**src/rtl/memory_port_arbiter_if.sv**
```systemverilog
// Bundle of the fetch, data and memory-side signals around the memory port arbiter.
// Requests (if_req/mem_req) are held high until the matching one-cycle ack or a flush; the ack cycle is the only completion event.
interface memory_port_arbiter_if #(
    parameter int ADDR_W = 16,
    parameter int DATA_W = 16
);
    logic              if_req;
    logic [ADDR_W-1:0] if_addr;
    logic              if_ack;
    logic [DATA_W-1:0] if_rdata;
    logic              mem_req;
    logic              mem_we;
    logic [ADDR_W-1:0] mem_addr;
    logic [DATA_W-1:0] mem_wdata;
    logic              mem_ack;
    logic [DATA_W-1:0] mem_rdata;
    logic              flush;
    logic              stall_fetch;
    logic              stall_mem;
    logic              m_en;
    logic              m_we;
    logic [ADDR_W-1:0] m_addr;
    logic [DATA_W-1:0] m_wdata;
    logic [DATA_W-1:0] m_rdata;

    modport slave (
        input  if_req, if_addr, mem_req, mem_we, mem_addr, mem_wdata, flush, m_rdata,
        output if_ack, if_rdata, mem_ack, mem_rdata, stall_fetch, stall_mem,
               m_en, m_we, m_addr, m_wdata
    );

    modport master (
        output if_req, if_addr, mem_req, mem_we, mem_addr, mem_wdata, flush, m_rdata,
        input  if_ack, if_rdata, mem_ack, mem_rdata, stall_fetch, stall_mem,
               m_en, m_we, m_addr, m_wdata
    );
endinterface

```
**src/rtl/memory_port_arbiter.sv**
```systemverilog
// Shares one fixed-latency memory port between instruction fetch and load/store,
// one transaction at a time, with data priority bounded by a fetch-starvation streak.
module memory_port_arbiter #(
    parameter int ADDR_W      = 16,
    parameter int DATA_W      = 16,
    parameter int MEM_LATENCY = 2,
    parameter int MAX_STREAK  = 3
) (
    input  logic                   clock,
    input  logic                   reset_n,
    memory_port_arbiter_if.slave   bus,
    output logic [1:0]             o_dbg_state
);

    localparam int CNT_W = $clog2(MEM_LATENCY + 1);
    localparam int STK_W = $clog2(MAX_STREAK + 1);

    typedef enum logic [1:0] {
        S_IDLE    = 2'd0,
        S_ACCESS  = 2'd1,
        S_WAIT    = 2'd2,
        S_RESPOND = 2'd3
    } state_t;

    state_t            r_state;
    state_t            w_next;
    logic              r_owner_if;
    logic              r_we;
    logic              r_cancel;
    logic [ADDR_W-1:0] r_addr;
    logic [DATA_W-1:0] r_wdata;
    logic [DATA_W-1:0] r_if_rdata;
    logic [DATA_W-1:0] r_mem_rdata;
    logic [CNT_W-1:0]  r_cnt;
    logic [STK_W-1:0]  r_streak;

    logic w_any_req;
    logic w_grant_if;
    logic w_done;
    logic w_streak_full;

    // Fetch only beats a pending data request once data has won MAX_STREAK times in a row.
    assign w_streak_full = (r_streak == STK_W'(MAX_STREAK));
    assign w_any_req     = bus.if_req | bus.mem_req;
    assign w_grant_if    = bus.if_req & (~bus.mem_req | w_streak_full);
    assign w_done        = (r_state == S_WAIT) && (r_cnt == CNT_W'(1));

    always_ff @(posedge clock or negedge reset_n) begin
        if (!reset_n) r_state <= S_IDLE;
        else          r_state <= w_next;
    end

    always_comb begin
        w_next = r_state;
        case (r_state)
            S_IDLE:    if (w_any_req) w_next = S_ACCESS;
            S_ACCESS:  w_next = S_WAIT;
            S_WAIT:    if (w_done) w_next = S_RESPOND;
            S_RESPOND: w_next = S_IDLE;
            default:   w_next = S_IDLE;
        endcase
    end

    always_ff @(posedge clock or negedge reset_n) begin
        if (!reset_n) begin
            r_owner_if  <= 1'b0;
            r_we        <= 1'b0;
            r_cancel    <= 1'b0;
            r_addr      <= '0;
            r_wdata     <= '0;
            r_if_rdata  <= '0;
            r_mem_rdata <= '0;
            r_cnt       <= '0;
            r_streak    <= '0;
        end else begin
            case (r_state)
                S_IDLE: begin
                    if (w_any_req) begin
                        r_owner_if <= w_grant_if;
                        if (w_grant_if) begin
                            r_addr   <= bus.if_addr;
                            r_we     <= 1'b0;
                            r_streak <= '0;
                        end else begin
                            r_addr  <= bus.mem_addr;
                            r_we    <= bus.mem_we;
                            r_wdata <= bus.mem_wdata;
                            if (!bus.if_req)        r_streak <= '0;
                            else if (!w_streak_full) r_streak <= r_streak + STK_W'(1);
                        end
                    end
                end
                S_ACCESS: begin
                    r_cnt <= CNT_W'(MEM_LATENCY);
                    if (r_owner_if && bus.flush) r_cancel <= 1'b1;
                end
                S_WAIT: begin
                    r_cnt <= r_cnt - CNT_W'(1);
                    if (r_owner_if && bus.flush) r_cancel <= 1'b1;
                    // A flush seen on the capture edge itself must also block the fetch update.
                    if (w_done) begin
                        if (r_owner_if) begin
                            if (!r_cancel && !bus.flush) r_if_rdata <= bus.m_rdata;
                        end else if (!r_we) begin
                            r_mem_rdata <= bus.m_rdata;
                        end
                    end
                end
                S_RESPOND: r_cancel <= 1'b0;
                default:   r_cancel <= 1'b0;
            endcase
        end
    end

    assign bus.m_en        = (r_state == S_ACCESS);
    assign bus.m_we        = (r_state == S_ACCESS) & ~r_owner_if & r_we;
    assign bus.m_addr      = r_addr;
    assign bus.m_wdata     = r_wdata;
    assign bus.if_ack      = (r_state == S_RESPOND) & r_owner_if & ~r_cancel;
    assign bus.mem_ack     = (r_state == S_RESPOND) & ~r_owner_if;
    assign bus.if_rdata    = r_if_rdata;
    assign bus.mem_rdata   = r_mem_rdata;
    assign bus.stall_fetch = bus.if_req & ~bus.if_ack;
    assign bus.stall_mem   = bus.mem_req & ~bus.mem_ack;
    assign o_dbg_state     = r_state;

endmodule
```
**src/flat_wrapper.sv**
```systemverilog
// flat-port wrapper written by rule: the top's interface ports become plain ports
module memory_port_arbiter_flat 
#(
    parameter int ADDR_W      = 16,
    parameter int DATA_W      = 16,
    parameter int MEM_LATENCY = 2,
    parameter int MAX_STREAK  = 3
)
  (clock, reset_n, o_dbg_state, bus_if_req, bus_if_addr, bus_mem_req, bus_mem_we, bus_mem_addr, bus_mem_wdata, bus_flush, bus_m_rdata, bus_if_ack, bus_if_rdata, bus_mem_ack, bus_mem_rdata, bus_stall_fetch, bus_stall_mem, bus_m_en, bus_m_we, bus_m_addr, bus_m_wdata);
  memory_port_arbiter_if #(.ADDR_W(ADDR_W), .DATA_W(DATA_W)) bus_i ();
  input  logic clock;
  input  logic reset_n;
  output logic [1:0] o_dbg_state;
  input wire logic [$bits(bus_i.if_req)-1:0] bus_if_req;
  input wire logic [$bits(bus_i.if_addr)-1:0] bus_if_addr;
  input wire logic [$bits(bus_i.mem_req)-1:0] bus_mem_req;
  input wire logic [$bits(bus_i.mem_we)-1:0] bus_mem_we;
  input wire logic [$bits(bus_i.mem_addr)-1:0] bus_mem_addr;
  input wire logic [$bits(bus_i.mem_wdata)-1:0] bus_mem_wdata;
  input wire logic [$bits(bus_i.flush)-1:0] bus_flush;
  input wire logic [$bits(bus_i.m_rdata)-1:0] bus_m_rdata;
  output wire logic [$bits(bus_i.if_ack)-1:0] bus_if_ack;
  output wire logic [$bits(bus_i.if_rdata)-1:0] bus_if_rdata;
  output wire logic [$bits(bus_i.mem_ack)-1:0] bus_mem_ack;
  output wire logic [$bits(bus_i.mem_rdata)-1:0] bus_mem_rdata;
  output wire logic [$bits(bus_i.stall_fetch)-1:0] bus_stall_fetch;
  output wire logic [$bits(bus_i.stall_mem)-1:0] bus_stall_mem;
  output wire logic [$bits(bus_i.m_en)-1:0] bus_m_en;
  output wire logic [$bits(bus_i.m_we)-1:0] bus_m_we;
  output wire logic [$bits(bus_i.m_addr)-1:0] bus_m_addr;
  output wire logic [$bits(bus_i.m_wdata)-1:0] bus_m_wdata;
  assign bus_i.if_req = bus_if_req;
  assign bus_i.if_addr = bus_if_addr;
  assign bus_i.mem_req = bus_mem_req;
  assign bus_i.mem_we = bus_mem_we;
  assign bus_i.mem_addr = bus_mem_addr;
  assign bus_i.mem_wdata = bus_mem_wdata;
  assign bus_i.flush = bus_flush;
  assign bus_i.m_rdata = bus_m_rdata;
  assign bus_if_ack = bus_i.if_ack;
  assign bus_if_rdata = bus_i.if_rdata;
  assign bus_mem_ack = bus_i.mem_ack;
  assign bus_mem_rdata = bus_i.mem_rdata;
  assign bus_stall_fetch = bus_i.stall_fetch;
  assign bus_stall_mem = bus_i.stall_mem;
  assign bus_m_en = bus_i.m_en;
  assign bus_m_we = bus_i.m_we;
  assign bus_m_addr = bus_i.m_addr;
  assign bus_m_wdata = bus_i.m_wdata;
  memory_port_arbiter #(.ADDR_W(ADDR_W), .DATA_W(DATA_W), .MEM_LATENCY(MEM_LATENCY), .MAX_STREAK(MAX_STREAK)) u_core (.clock(clock), .reset_n(reset_n), .bus(bus_i), .o_dbg_state(o_dbg_state));
endmodule
```
**config.mk**
```make
export PLATFORM = sky130hd
export DESIGN_NAME = memory_port_arbiter_flat
export DESIGN_NICKNAME = d
export VERILOG_FILES = /design/src/rtl/memory_port_arbiter_if.sv /design/src/rtl/memory_port_arbiter.sv /design/src/flat_wrapper.sv
export SDC_FILE = /design/constraint.sdc
export NUM_CORES = 1
export LEC_CHECK = 0
export ABC_AREA = 1
export CAP_MARGIN = 0
export CELL_PAD_IN_SITES_DETAIL_PLACEMENT = 0
export CELL_PAD_IN_SITES_GLOBAL_PLACEMENT = 1
export CORE_MARGIN = 2
export CORE_UTILIZATION = 32
export CTS_CLUSTER_SIZE = 10
export DETAILED_ROUTE_END_ITERATION = 10
export PLACE_DENSITY_LB_ADDON = 0.1
export REMOVE_ABC_BUFFERS = 1
export SYNTH_ARGS = -nofsm -noshare
export SYNTH_HDL_FRONTEND = slang
export SYNTH_SLANG_ARGS = --single-unit
```
**constraint.sdc**
```tcl
create_clock -name clock -period 3.2 [get_ports clock]
set_input_delay 0.64 -clock clock [delete_from_list [all_inputs] [get_ports clock]]
set_output_delay 0.64 -clock clock [all_outputs]
set_load 0.02 [all_outputs]
```
==> flow_summary.yaml <==
detailed_routing:
  routed_wl_um: 8340
  detail-route-antenna-nets: 0
  vias: 2832
  drc: 0
  via_per_inst: 4.52
  drtPass1Iterations: 4
  drt-initial-drc-count: 100
  wl_per_cell_um: 13.3
place:
  dp_hpwl_um: 5700
  place_inst: 611
  gp_congestion: 0.779
  place_area_mm2: 0.00465
  port_buffers: 141
  dp_slack_ns: 0.592
grt:
  grt_max_degree: 74
  track_usage: 0.161
  grt_pass1_wl_um: 13300
  grt.overflow.total: 0
  grt_pass1_vias: 2826
  antenna_found_initial: 0
power:
  p_leak_nw: 2.26
  report.power.total_mw: 4.21
  power.density_mw_per_mm2: 872
  vdd_drop_max_uv: 436
floorplan:
  start_util: 0.324
  boundaryPins: 142
  fp.coreArea_mm2: 0.00964
  die-area_mm2: 0.0106
  die_x_um: 103
  die_h_um: 103
  row_count: 36
logic_synthesis:
  synthesis.area_mm2: 0.00312
  ys.warnings.count: 0
  synth.ff_latch_count: 73
  syn_area_per_cell_um2: 8.90
  ys_types: 19
  synthCells: 351
  synth-seq-area-share: 0.585
worst_setup_path:
  crit_path_top_delay_cell: "clkdlybuf4s50_1"
  cp-end-kind: "output port"
  slowest_delay_ns: 0.68
  crit_required_ns: 2.56
  arrival_ns: 2.00
  path_class: "flip-flop to output port"
  cp-start-kind: "flip-flop"
  path_cells: "ha_1 -> inv_1 -> nor3_1 -> clkdlybuf4s50_1"
  crit_fanout: 5
cts:
  clk_pin_slew_ns: 0.07
  cts-root-buf: "clkbuf_8"
  numCtsBuffers: 9
  cts_sinks: 73
  cts_resized: 0
  cts_setup_buffers: 0
  cts_tree: "done"
  htreeDepth: 3
  cts_buffer_depth: 2
  clock_latency_ns: 0.34
  postCtsHoldBufs: 0
sta:
  tns_ns: 0
  setup_viol: 0
  fin_crit_ns: 2.64
  worstMarginPinSlew_ns: 0.937
  slew_violations: 0
  final-hold-violation-count: 0
  setup_ws_ns: 0.560
  period_share: 0.825
  worst_clock_skew_ns: 0.00815
  relSlewSlack: 0.376
  rsz0062_at_grt: "false"
  fmax_ghz: 0.379
cells_and_area:
  instances_no_fill: 627
  final_common_cell: "clkdlybuf4s50_1"
  final_nets: 565
  drive_above_1_share: 0.0567
  area_delta_synth_final_pct: 54.7
  final_cell_mix: "clkdlybuf4s50_1, nand2_1, dfrtp_1"
  final_area_mm2: 0.00483
  antennaDiodeCount: 0
hold_path:
  hold_path.class: "input port to asynchronous set/reset pin"
job:
  drv_cap: 0
outcome:
  outcome: "complete, no violations"
flip-flops by register name, summed over array words and instances (netlist names), 2 cells and up:
register	cells
u_core.bus.m_wdata	16
u_core.bus.if_rdata	16
u_core.bus.m_addr	16
u_core.bus.mem_rdata	16
u_core.r_streak	2
u_core.o_dbg_state	2
u_core.r_cnt	2
metal layers:
layer  track usage  up-vias  wire, um
met3        0.0786        9       855
met2         0.261      109      3790
li1              -     1421         -
met4        0.0364        0        82
met5             0        -         0
met1         0.195     1293      3610
cell families (layout without fill, tap and decap cells):
| kind of cell | Yosys count | count (layout) | share of synthesized area |
|---|---|---|---|
| AND/OR/NAND/NOR | 184 | 184 | 0.262 |
| buffers and inverters | 48 | 191 | 0.0649 |
| flip-flops | 73 | 73 | 0.585 |
| AO/OA/AOI/OAI | 40 | 40 | 0.0641 |
| adder cells (fa/ha/maj) | 6 | 6 | 0.0240 |
final timing paths:
| path | slack, ns | endpoint | from | depth (start not counted) |
|---|---|---|---|---|
| max | 0.56 | bus_if_ack | u_core.o_dbg_state[0] | 4 |
| min reg2reg | 0.47 | u_core.bus.m_wdata[4] | u_core.bus.m_wdata[4] | 2 |
| max reg2reg | 1.20 | u_core.bus.m_wdata[9] | u_core.r_streak[0] | 8 |
| max in group asynchronous | 2.15 | u_core.bus.m_addr[2] | reset_n | 1 |
| min | 0.43 | u_core.bus.mem_rdata[14] | reset_n | 1 |
| min in group clock | 0.47 | u_core.bus.m_wdata[4] | u_core.bus.m_wdata[4] | 2 |
synthesized netlist by cell type, drive strengths merged:
cell type,number,area [um2]
a21oi,3,15.0
buf,16,82.6
clkbuf,4,15.0
dfrtp,73,1830
ha,6,75.1
inv,28,105
nand2,102,390
nand3,53,265
nand4,16,100
nor2,10,45.0
nor3,1,5.00
o21ai,37,185
or2,2,12.5
per-stage QoR:
| stage | util | hold slack [ns] |
|---|---|---|
| 6_report | 0.501 | 0.426 |
| 2_1_floorplan | - | 0.344 |
| 3_3_place_gp | 0.482 | 0.455 |
| 5_1_grt | 0.501 | 0.497 |
| 3_5_place_dp | 0.482 | 0.458 |
| 4_1_cts | 0.501 | 0.465 |
power breakdown:
| group | leakage (nW) | internal [mW] | total [mW] | switching, mW |
|---|---|---|---|---|
| registers | 0.885 | 1.28 | 1.49 | 0.209 |
| clock network | 0.0998 | 0.357 | 0.697 | 0.341 |
| logic | 1.27 | 0.925 | 2.03 | 1.10 |
| total | 2.26 | 2.56 | 4.21 | 1.65 |
final cells by class:
| type | count | area [um2] |
|---|---|---|
| fill | 970 | 4810 |
| sequential | 73 | 1830 |
| timing repair buffer | 147 | 1450 |
| multi-input combinational | 230 | 1090 |
| tap | 133 | 166 |
| clock buffer | 10 | 128 |
| inverter | 28 | 105 |
| clock inverter | 6 | 58.8 |
critical path, delay by kind of cell, from the launching register on:
| kind | cells | cell delay, ns |
|---|---|---|
| fa+ha+maj | 1 | 0.17 |
| buf+inv | 2 | 0.74 |
| flops | 1 | 0.45 |
| simple gates | 1 | 0.30 |
Power figures use the tool's default switching activity.
